### config.mk
export PLATFORM = sky130hd
export DESIGN_NAME = up2_timer_ctrl
export DESIGN_NICKNAME = d
export VERILOG_FILES = /design/src/rtl/timer_pkg.sv /design/src/rtl/up2_digit.sv /design/src/rtl/up2_timer_ctrl.sv
export SDC_FILE = /design/constraint.sdc
export NUM_CORES = 1
export LEC_CHECK = 0
export ABC_AREA = 1
export CAP_MARGIN = 20
export CELL_PAD_IN_SITES_DETAIL_PLACEMENT = 0
export CELL_PAD_IN_SITES_GLOBAL_PLACEMENT = 1
export CORE_MARGIN = 2
export CORE_UTILIZATION = 46
export DETAILED_ROUTE_END_ITERATION = 16
export HOLD_SLACK_MARGIN = 0.12
export PLACE_DENSITY_LB_ADDON = 0.1
export SETUP_SLACK_MARGIN = 0.05
export SLEW_MARGIN = 15
export SYNTH_ARGS = -nofsm -noshare
export SYNTH_HDL_FRONTEND = slang
export SYNTH_SLANG_ARGS = --single-unit
### constraint.sdc
create_clock -name CLK -period 3.2 [get_ports CLK]
set_input_delay 0.64 -clock CLK [delete_from_list [all_inputs] [get_ports CLK]]
set_output_delay 0.64 -clock CLK [all_outputs]
set_load 0.03 [all_outputs]
### src/rtl/timer_pkg.sv
// timer_pkg: shared definitions for the up2_timer controller.
//   state_t      - controller state encoding (SETUP, RUN, PAUSE, DONE)
//   UNITS_MOD/W  - modulus and width of a units digit (0..9)
//   TENS_MOD/W   - modulus and width of a tens digit (0..5)
package timer_pkg;

   typedef enum logic [1:0] {
      SETUP = 2'd0,
      RUN   = 2'd1,
      PAUSE = 2'd2,
      DONE  = 2'd3
   } state_t;

   localparam int UNITS_MOD = 10;
   localparam int UNITS_W   = 4;
   localparam int TENS_MOD  = 6;
   localparam int TENS_W    = 3;

endpackage

### src/rtl/up2_digit.sv
// up2_digit: synchronous modulo-N digit counter with up/down enables.
//   CLK, RST_N  - clock, asynchronous active-low reset
//   EN_INC      - count up one step (wraps N-1 -> 0)
//   EN_DEC      - count down one step (wraps 0 -> N-1)
//   CLR         - synchronous clear, highest priority
//   Q           - current digit value
//   TC_UP       - combinational carry out: Q = N-1 while EN_INC
//   TC_DN       - combinational borrow out: Q = 0 while EN_DEC
// The terminal-count outputs let the parent chain digits so a whole
// carry/borrow ripple settles within one clock cycle.
module up2_digit #(
   parameter int N    = 10,
   parameter int SIZE = 4
) (
   input  logic            CLK,
   input  logic            RST_N,
   input  logic            EN_INC,
   input  logic            EN_DEC,
   input  logic            CLR,
   output logic [SIZE-1:0] Q,
   output logic            TC_UP,
   output logic            TC_DN
);

   localparam logic [SIZE-1:0] TOP = SIZE'(N - 1);

   assign TC_UP = EN_INC && (Q == TOP);
   assign TC_DN = EN_DEC && (Q == '0);

   // NOTE: sequential state is written with non-blocking assignments only,
   // so every flop samples the pre-edge value of its neighbours.
   always_ff @(posedge CLK or negedge RST_N) begin
      if (!RST_N) begin
         Q <= '0;
      end else if (CLR) begin
         Q <= '0;
      end else if (EN_INC) begin
         Q <= (Q == TOP) ? '0 : Q + 1'b1;
      end else if (EN_DEC) begin
         Q <= (Q == '0) ? TOP : Q - 1'b1;
      end
   end

endmodule

### src/rtl/up2_timer_ctrl.sv
// up2_timer_ctrl: MM:SS countdown timer controller.
//   TICK_DIV    - CLK cycles per one-second tick (>= 2)
//   DIV_W       - prescaler width, >= clog2(TICK_DIV)
//   CLK, RST_N  - clock, asynchronous active-low reset
//   BTN_START   - start / pause / resume / acknowledge pulse
//   BTN_CLR     - abort and zero the time
//   BTN_UP      - +1 minute while in SETUP
//   BTN_DOWN    - -1 minute while in SETUP
//   SEC_L/SEC_H - seconds units / tens
//   MIN_L/MIN_H - minutes units / tens
//   RUNNING     - high while counting down
//   ALARM       - high once the countdown has reached 00:00
// Button priority in every cycle is CLR > START > UP > DOWN.
module up2_timer_ctrl
   import timer_pkg::*;
#(
   parameter int TICK_DIV = 50_000_000,
   parameter int DIV_W    = 26
) (
   input  logic               CLK,
   input  logic               RST_N,
   input  logic               BTN_START,
   input  logic               BTN_CLR,
   input  logic               BTN_UP,
   input  logic               BTN_DOWN,
   output logic [UNITS_W-1:0] SEC_L,
   output logic [TENS_W-1:0]  SEC_H,
   output logic [UNITS_W-1:0] MIN_L,
   output logic [TENS_W-1:0]  MIN_H,
   output logic               RUNNING,
   output logic               ALARM
);

   state_t           state;
   logic [DIV_W-1:0] presc;

   logic presc_wrap;
   logic tick;
   logic min_up;
   logic min_dn;
   logic time_zero;
   logic time_one;

   logic sec_l_tcu, sec_l_tcd;
   logic sec_h_tcu, sec_h_tcd;
   logic min_l_tcu, min_l_tcd;
   logic min_h_tcu, min_h_tcd;

   assign presc_wrap = (presc == DIV_W'(TICK_DIV - 1));
   assign time_zero  = (MIN_H == '0) && (MIN_L == '0) && (SEC_H == '0) && (SEC_L == '0);
   assign time_one   = (MIN_H == '0) && (MIN_L == '0) && (SEC_H == '0) && (SEC_L == 4'd1);

   // A tick only happens on a RUN cycle that is not consumed by a higher
   // priority button; minute adjust only in SETUP with no CLR/START present.
   always_comb begin
      tick   = 1'b0;
      min_up = 1'b0;
      min_dn = 1'b0;
      if (!BTN_CLR && !BTN_START) begin
         tick   = (state == RUN) && presc_wrap;
         min_up = (state == SETUP) && BTN_UP && !BTN_DOWN;
         min_dn = (state == SETUP) && BTN_DOWN && !BTN_UP;
      end
   end

   // Seconds never count up; the up path exists only to carry minute
   // adjustments from MIN_L into MIN_H.
   up2_digit #(.N(UNITS_MOD), .SIZE(UNITS_W)) u_sec_l (
      .CLK    (CLK),
      .RST_N  (RST_N),
      .EN_INC (1'b0),
      .EN_DEC (tick),
      .CLR    (BTN_CLR),
      .Q      (SEC_L),
      .TC_UP  (sec_l_tcu),
      .TC_DN  (sec_l_tcd)
   );

   up2_digit #(.N(TENS_MOD), .SIZE(TENS_W)) u_sec_h (
      .CLK    (CLK),
      .RST_N  (RST_N),
      .EN_INC (sec_l_tcu),
      .EN_DEC (sec_l_tcd),
      .CLR    (BTN_CLR),
      .Q      (SEC_H),
      .TC_UP  (sec_h_tcu),
      .TC_DN  (sec_h_tcd)
   );

   up2_digit #(.N(UNITS_MOD), .SIZE(UNITS_W)) u_min_l (
      .CLK    (CLK),
      .RST_N  (RST_N),
      .EN_INC (sec_h_tcu | min_up),
      .EN_DEC (sec_h_tcd | min_dn),
      .CLR    (BTN_CLR),
      .Q      (MIN_L),
      .TC_UP  (min_l_tcu),
      .TC_DN  (min_l_tcd)
   );

   // MIN_H wrapping 5 -> 0 (up) or 0 -> 5 (down) gives the mod-60 minutes.
   up2_digit #(.N(TENS_MOD), .SIZE(TENS_W)) u_min_h (
      .CLK    (CLK),
      .RST_N  (RST_N),
      .EN_INC (min_l_tcu),
      .EN_DEC (min_l_tcd),
      .CLR    (BTN_CLR),
      .Q      (MIN_H),
      .TC_UP  (min_h_tcu),
      .TC_DN  (min_h_tcd)
   );

   always_ff @(posedge CLK or negedge RST_N) begin
      if (!RST_N) begin
         state <= SETUP;
         presc <= '0;
      end else if (BTN_CLR) begin
         state <= SETUP;
         presc <= '0;
      end else begin
         case (state)
            SETUP: begin
               if (BTN_START && !time_zero) begin
                  state <= RUN;
                  presc <= '0;
               end
            end
            RUN: begin
               if (BTN_START) begin
                  // Pause holds the prescaler so resume loses no cycles.
                  state <= PAUSE;
               end else if (presc_wrap) begin
                  presc <= '0;
                  if (time_one) state <= DONE;
               end else begin
                  presc <= presc + 1'b1;
               end
            end
            PAUSE: begin
               if (BTN_START) state <= RUN;
            end
            DONE: begin
               if (BTN_START) state <= SETUP;
            end
            default: state <= SETUP;
         endcase
      end
   end

   assign RUNNING = (state == RUN);
   assign ALARM   = (state == DONE);

endmodule

# After elaboration in Yosys (flattened, before gate mapping)
# Cells that the tools add are included.
# totals
mem_bits_rw	0
romBits	0
n_memories	0
out_inout_bits	16
regBits	42
input_bits	6
latchBits	0
elab_cells	91
# op_classes
n_bitwise	1
n_addsub	7
mux	32
n_lt_le_gt_ge	0
n_eq_ne	13
n_reduce_logical	32
n_shift	0
div	0
mul	0
# ops
op	count
$mux W26	4
$pmux W26 S2	1
$mux W4	8
$add A26 B1 Y26 const B	1
$eq A26 B26 Y1 const B	1
$mux W3	8
$logic_and A1 B1 Y1	15
$mux W2	7
$ne A3 B3 Y1 const B	3
$reduce_bool A3 Y1	3
$logic_not A4 Y1	2
$ne A4 B3 Y1 const B	2
$pmux W2 S4	1
$sub A4 B1 Y4 const B	2
$logic_not A3 Y1	2
$sub A3 B1 Y3 const B	2
$logic_not A1 Y1	5
$reduce_and A5 Y1	1
$add A4 B1 Y4 const B	1
$eq A2 B2 Y1 const B	2
$eq A4 B1 Y1 const B	1
$eq A4 B4 Y1 const B	1
$reduce_bool A2 Y1	2
$add A3 B1 Y3 const B	1
7 further kinds	9

# Logic depth before layout (Yosys ltp)
# Gate-level depths: netlist of run 1.
# depth
ltp_word	10
depth_mapped	12
ltp_nobuf	12

# Cells and area by module
# Synthesis of run 1 repeated with hierarchy kept, for this count alone.
# hier_totals
cells_unflattened	576
area_unflattened_um2	3584.7
# by_module_without_submodules
module	area_per_inst_um2	seq_area_each_um2	cells_each	instances
up2_timer_ctrl	2303.5	700.7	380	1
up2_digit (u_min_l ...)	396.6	100.1	58	2
up2_digit (u_min_h ...)	244.0	75.1	40	2

# Least setup slack after synthesis of run 1
# No wires, ideal clock.
# synth_path
kind	reg-to-reg
startpoint	reg u_min_l.Q[0]
endpoint	reg presc[12]
n_path_buf	1
path_stages_with_launch	10
period_less_slack_ps	1722
required_ps	3074
setup_ps	126
setup_slack_ps	1478
arrival_ps	1596
path_cell_list	dfrtp_1 -> nor2_4 -> nand2_2 -> nor2_4 -> nand3_2 -> o21ai_4 -> nand2_4 -> nand2_4 -> buf_6 -> o21ai_0
# synth_via
elab_chain_len	8
# synth_rtl
item	line_no	text
start, declared	up2_digit.sv:20	output logic [SIZE-1:0] Q,
start signal, assigned	up2_digit.sv:38	Q <= (Q == TOP) ? '0 : Q + 1'b1;
start signal, assigned	up2_digit.sv:40	Q <= (Q == '0) ? TOP : Q - 1'b1;
$logic_not A4 Y1	up2_timer_ctrl.sv:50	assign time_zero = (MIN_H == '0) && (MIN_L == '0) && (SEC_H == '0) && (SEC_L == '0);
$logic_and A1 B1 Y1 (3 in a row)	up2_timer_ctrl.sv:50	
$logic_not A1 Y1	up2_timer_ctrl.sv:123	if (BTN_START && !time_zero) begin
$logic_and A1 B1 Y1	up2_timer_ctrl.sv:123	
$ne A3 B2 Y1 (no source line)	n/a	
$reduce_and A3 Y1 (no source line)	n/a	
end signal, assigned	up2_timer_ctrl.sv:136	presc <= presc + 1'b1;
end, declared	up2_timer_ctrl.sv:35	logic [DIV_W-1:0] presc;
# No other way between the ends.
# A chain may end at the register's enable or synchronous reset.

# Worst setup path after layout of run 1
# layout_path
startpoint	reg state[1]
endpoint	out RUNNING
# layout_via
elab_chain_len	1
# layout_rtl
item	line_no	text
start, declared	up2_timer_ctrl.sv:34	state_t state;
start signal, assigned	up2_timer_ctrl.sv:115	state <= SETUP;
start signal, assigned	up2_timer_ctrl.sv:118	state <= SETUP;
start signal, assigned	up2_timer_ctrl.sv:124	state <= RUN;
$eq A2 B1 Y1	up2_timer_ctrl.sv:150	assign RUNNING = (state == RUN);
end, declared	up2_timer_ctrl.sv:30	output logic RUNNING,
# No other way between the ends.

==> load_flow_metrics.sql, run 1 <==
INSERT INTO impl_metrics (metric_group, metric, value, unit) VALUES
('sta', 'rsz_0062_raised_after_global_routing', 'no', ''),
('synth', 'postSynthNetCount', '476', ''),
('sta', 'max_freq', '365.7', 'MHz'),
('cells_and_area', 'area.sequential', '1051', 'um2'),
('sta', 'relSlewSlack', '58.84', '%'),
('flow_run', 'cap_violations', '0', ''),
('critical_path', 'setup.worst_path.start_class', 'flop', ''),
('clock_tree', 'cts_hold_repair.buffers', '0', ''),
('grt', 'grt_pass1_wl', '13740', 'um'),
('place', 'port_buffers', '21', ''),
('critical_path', 'timing.critical_path.fanout_max', '15', ''),
('floorplanning', 'std_cell_rows', '29', ''),
('cells_and_area', 'layout_cells_sized_above_1', '7.317', '%'),
('place', 'gp_congestion', '0.9168', ''),
('routing', 'final_routed_wire_length_divided_by_cell_count', '14.51', 'um'),
('critical_path', 'endpoint_kind', 'output pin', ''),
('floorplanning', 'floorplan.die_area', '7387', 'um2'),
('critical_path', 'worst_setup_path_endpoint', 'RUNNING', ''),
('clock_tree', 'clkTransAtPathRegs', '0.09', 'ns'),
('floorplanning', 'initial_utilization', '48.10', '%'),
('sta', 'finalHoldViolations', '0', ''),
('place', 'detailedPlacementHpwl', '6071', 'um'),
('critical_path', 'reg2reg_depth', '8', ''),
('cells_and_area', 'fillers', '636', ''),
('routing', 'drt_iter0_markers', '273', ''),
('grt', 'number_of_global_route_vias_before_repair', '2906', ''),
('synth', 'synth.largest_area_cell', 'dfrtp_1', ''),
('floorplanning', 'die_width', '85.95', 'um'),
('clock_tree', 'cts_max_level', '2', ''),
('clock_tree', 'clk_root_buffer_cell', 'clkbuf_8', ''),
('run_status', 'status', 'finished clean', ''),
('grt', 'grt_antenna_before_repair', '0', ''),
('clock_tree', 'cts-buffers-inserted', '5', ''),
('routing', 'final_antenna_violating_net_count', '0', ''),
('sta', 'fin_crit', '2.734', 'ns'),
('sta', 'timing.final.max_slew_violations', '0', ''),
('sta', 'total_negative_slack', '0', 'ns'),
('synth', 'synth_area', '3089', 'um2'),
('place', 'place_worst_setup_slack', '0.5070', 'ns'),
('cells_and_area', 'area.growth.synth_to_final', '13.24', '%'),
('critical_path', 'timing.critical_path.arrival', '2.09', 'ns'),
('min_path', 'hold_path.class', 'input port to asynchronous set/reset pin', ''),
('sta', 'setup_viol_count_final', '0', ''),
('routing', 'via_per_inst', '5.334', ''),
('sta', 'worstMarginPinSlew', '0.6161', 'ns'),
('critical_path', 'reg2reg_slack', '1.08', 'ns'),
('clock_tree', 'insertion_delay_of_the_later_clocked_pin_in_the_worst_skew_pair', '0.30', 'ns'),
('cells_and_area', 'fin_nets', '501', ''),
('clock_tree', 'post_cts_gate_resize_count', '0', ''),
('cells_and_area', 'multiInputGateArea', '1775', 'um2'),
('critical_path', 'crit-reg2reg-launch', 'state[1]', ''),
('clock_tree', 'postCtsSetupBuffers', '0', ''),
('synth', 'synth.top_cells.by_area', 'dfrtp_1 (34%), nand2_1 (15%), nor2_1 (8.4%), nand3_1 (7.6%), inv_1 (6.3%)', ''),
('grt', 'total_congestion_overflow_after_global_routing', '0', ''),
('synth', 'synth_cells', '466', ''),
('grt', 'grt_start_max_net_pins', '43', ''),
('synth', 'synth-seq-area-share', '34.02', '%'),
('cells_and_area', 'num_antenna_cells', '0', ''),
('floorplanning', 'ios', '22', ''),
('grt', 'global_route.usage.total', '23.57', '%'),
('critical_path', 'criticalPathCategory', 'flop to output pin', ''),
('routing', 'drt_drc_violations_left', '0', ''),
('routing', 'routed-via-count', '3035', ''),
('power', 'pwr_density_cell', '373.1', 'nW/um2'),
('clock_tree', 'cts_max_path_buffers', '2', ''),
('critical_path', 'critical_path.reg2reg.endpoint', 'presc[4]', ''),
('routing', 'drt_pass1_iterations', '6', ''),
('critical_path', 'worst_ep_required_time', '2.56', 'ns'),
('sta', 'fin_skew', '0.003463', 'ns'),
('power', 'irDropWorstVdd', '0.2173', 'mV'),
('routing', 'routed_wl', '8259', 'um'),
('synth', 'yosysTopAreaCellShare', '34.02', '%'),
('floorplanning', 'die_height', '85.95', 'um'),
('floorplanning', 'core_area', '6422', 'um2'),
('synth', 'synthesis.yosys.warnings', '0', ''),
('sta', 'layout_worst_path_cycle_share', '85.45', '%'),
('synth', 'post_synth_num_cell_types', '36', ''),
('clock_tree', 'cts.sink_count', '42', ''),
('critical_path', 'timing.critical_path.from', 'state[1]', ''),
('power', 'p_leak', '1.535', 'nW'),
('synth', 'synthesis.area_per_instance', '6.629', 'um2'),
('clock_tree', 'tritoncts', 'done', ''),
('synth', 'ys_seq_elements', '42', ''),
('sta', 'worst_slack_setup_final', '0.4656', 'ns');
==> where the power goes <==
| group | internal, mW | total [mW] | switching, mW | leakage, nW |
|---|---|---|---|---|
| Clock | 0.232 | 0.441 | 0.208 | 0.0504 |
| Combinational | 0.0937 | 0.293 | 0.199 | 0.904 |
| Sequential | 0.545 | 0.572 | 0.0266 | 0.580 |
| Total | 0.871 | 1.31 | 0.434 | 1.53 |
==> sequential cells by signal (all words and copies together), names as in the netlist <==
signal,cells
u_sec_h.Q,3
u_min_l.Q,4
state,2
presc,26
u_sec_l.Q,4
u_min_h.Q,3
==> layout make-up <==
cell class,count,share of cell area (%)
clock buffer,5,1.967
inverter,55,5.901
clock inverter,3,1.288
sequential,42,30.04
timing repair buffer,26,7.296
multi-input combinational,361,50.75
tap,77,2.754
==> synth_stat cells (all sizes together) <==
cell and n:
nand2 131, nor2 75, inv 55, nand3 50
dfrtp 42, o21ai 27, nor3 23, nand4 16
xor2 13, a21oi 8, buf 5, ha 4
clkbuf 3, and3 2, nand3b 2, a211oi 1
a21boi 1, a31oi 1, nor2b 1, nor3b 1
nor4 1, o21a 1, o22ai 1, o2bb2ai 1
o32ai 1
==> layout by cell type, fill, tap and decap left out, drive strengths merged <==
cell | netlist | routed
o32ai | 1 | 1
inv | 55 | 55
nand2 | 131 | 131
nor2 | 75 | 75
nand4 | 16 | 16
xor2 | 13 | 13
dfrtp | 42 | 42
nand3b | 2 | 2
clkdlybuf4s50 | 0 | 20
o2bb2ai | 1 | 1
o21a | 1 | 1
a31oi | 1 | 1
nand3 | 50 | 50
nor2b | 1 | 1
buf | 5 | 6
clkbuf | 3 | 5
ha | 4 | 4
a21oi | 8 | 8
a21boi | 1 | 1
nor4 | 1 | 1
o21ai | 27 | 27
o22ai | 1 | 1
and3 | 2 | 2
bufinv | 0 | 1
nor3 | 23 | 23
nor3b | 1 | 1
clkinvlp | 0 | 2
a211oi | 1 | 1
==> per-layer routing <==
| layer | vias up | part of all wire [%] | track usage, % |
|---|---|---|---|
| met1 | 1381 | 47 | 30.63 |
| met5 | - | 0 | 0 |
| met3 | 10 | 4.5 | 3.272 |
| met4 | 0 | 1.8 | 7.648 |
| li1 | 1564 | - | - |
| met2 | 80 | 47 | 40.38 |
==> how the worst min path moves through the flow <==
stage          slack (ns)        end
4_1_cts              0.54  presc[23]
3_3_place_gp         0.51   presc[1]
6_report             0.26  presc[23]
3_5_place_dp         0.52   presc[1]
2_1_floorplan        0.34   presc[0]
5_1_grt              0.28   presc[1]
==> critical path: stages (launching register included) <==
cell,delay (ns)
dfrtp_1,0.46
inv_2,0.11
nand2_2,0.23
inv_2,0.28
clkdlybuf4s50_1,0.71
==> cells by family after synthesis <==
kind of cell | after synthesis | share of synthesized area [%]
flip-flops | 42 | 34.02
AND/OR/NAND/NOR | 302 | 44.07
adder cells (fa/ha/maj) | 4 | 1.620
AO/OA/AOI/OAI | 42 | 8.101
XOR/XNOR | 13 | 3.686
buffers and inverters | 63 | 8.505
==> metrics by stage <==
| stage | util, % | hold slack [ns] | cell area, um2 | std cells | power [mW] |
|---|---|---|---|---|---|
| after detailed placement | 52.39 | 0.5242 | 3364 | 560 | 0.8716 |
| after global placement | 52.39 | 0.5142 | 3364 | 560 | 0.8691 |
| after global routing | 54.47 | 0.2795 | 3498 | 569 | 1.369 |
| final | 54.47 | 0.2606 | 3498 | 569 | 1.305 |
| after CTS | 54.16 | 0.5446 | 3478 | 568 | 1.311 |
| after floorplan | - | 0.3444 | 3089 | 466 | 0.7846 |
No activity file was read; power rests on OpenSTA's default activity.
==> inputs of run 2 (changes only) <==
- CTS_BUF_LIST: default -> sky130_fd_sc_hd__clkbuf_4 sky130_fd_sc_hd__clkbuf_8 sky130_fd_sc_hd__clkbuf_16
==> results of run 2 <==
Final layout, timing and power as in run 1 (identical DEF).
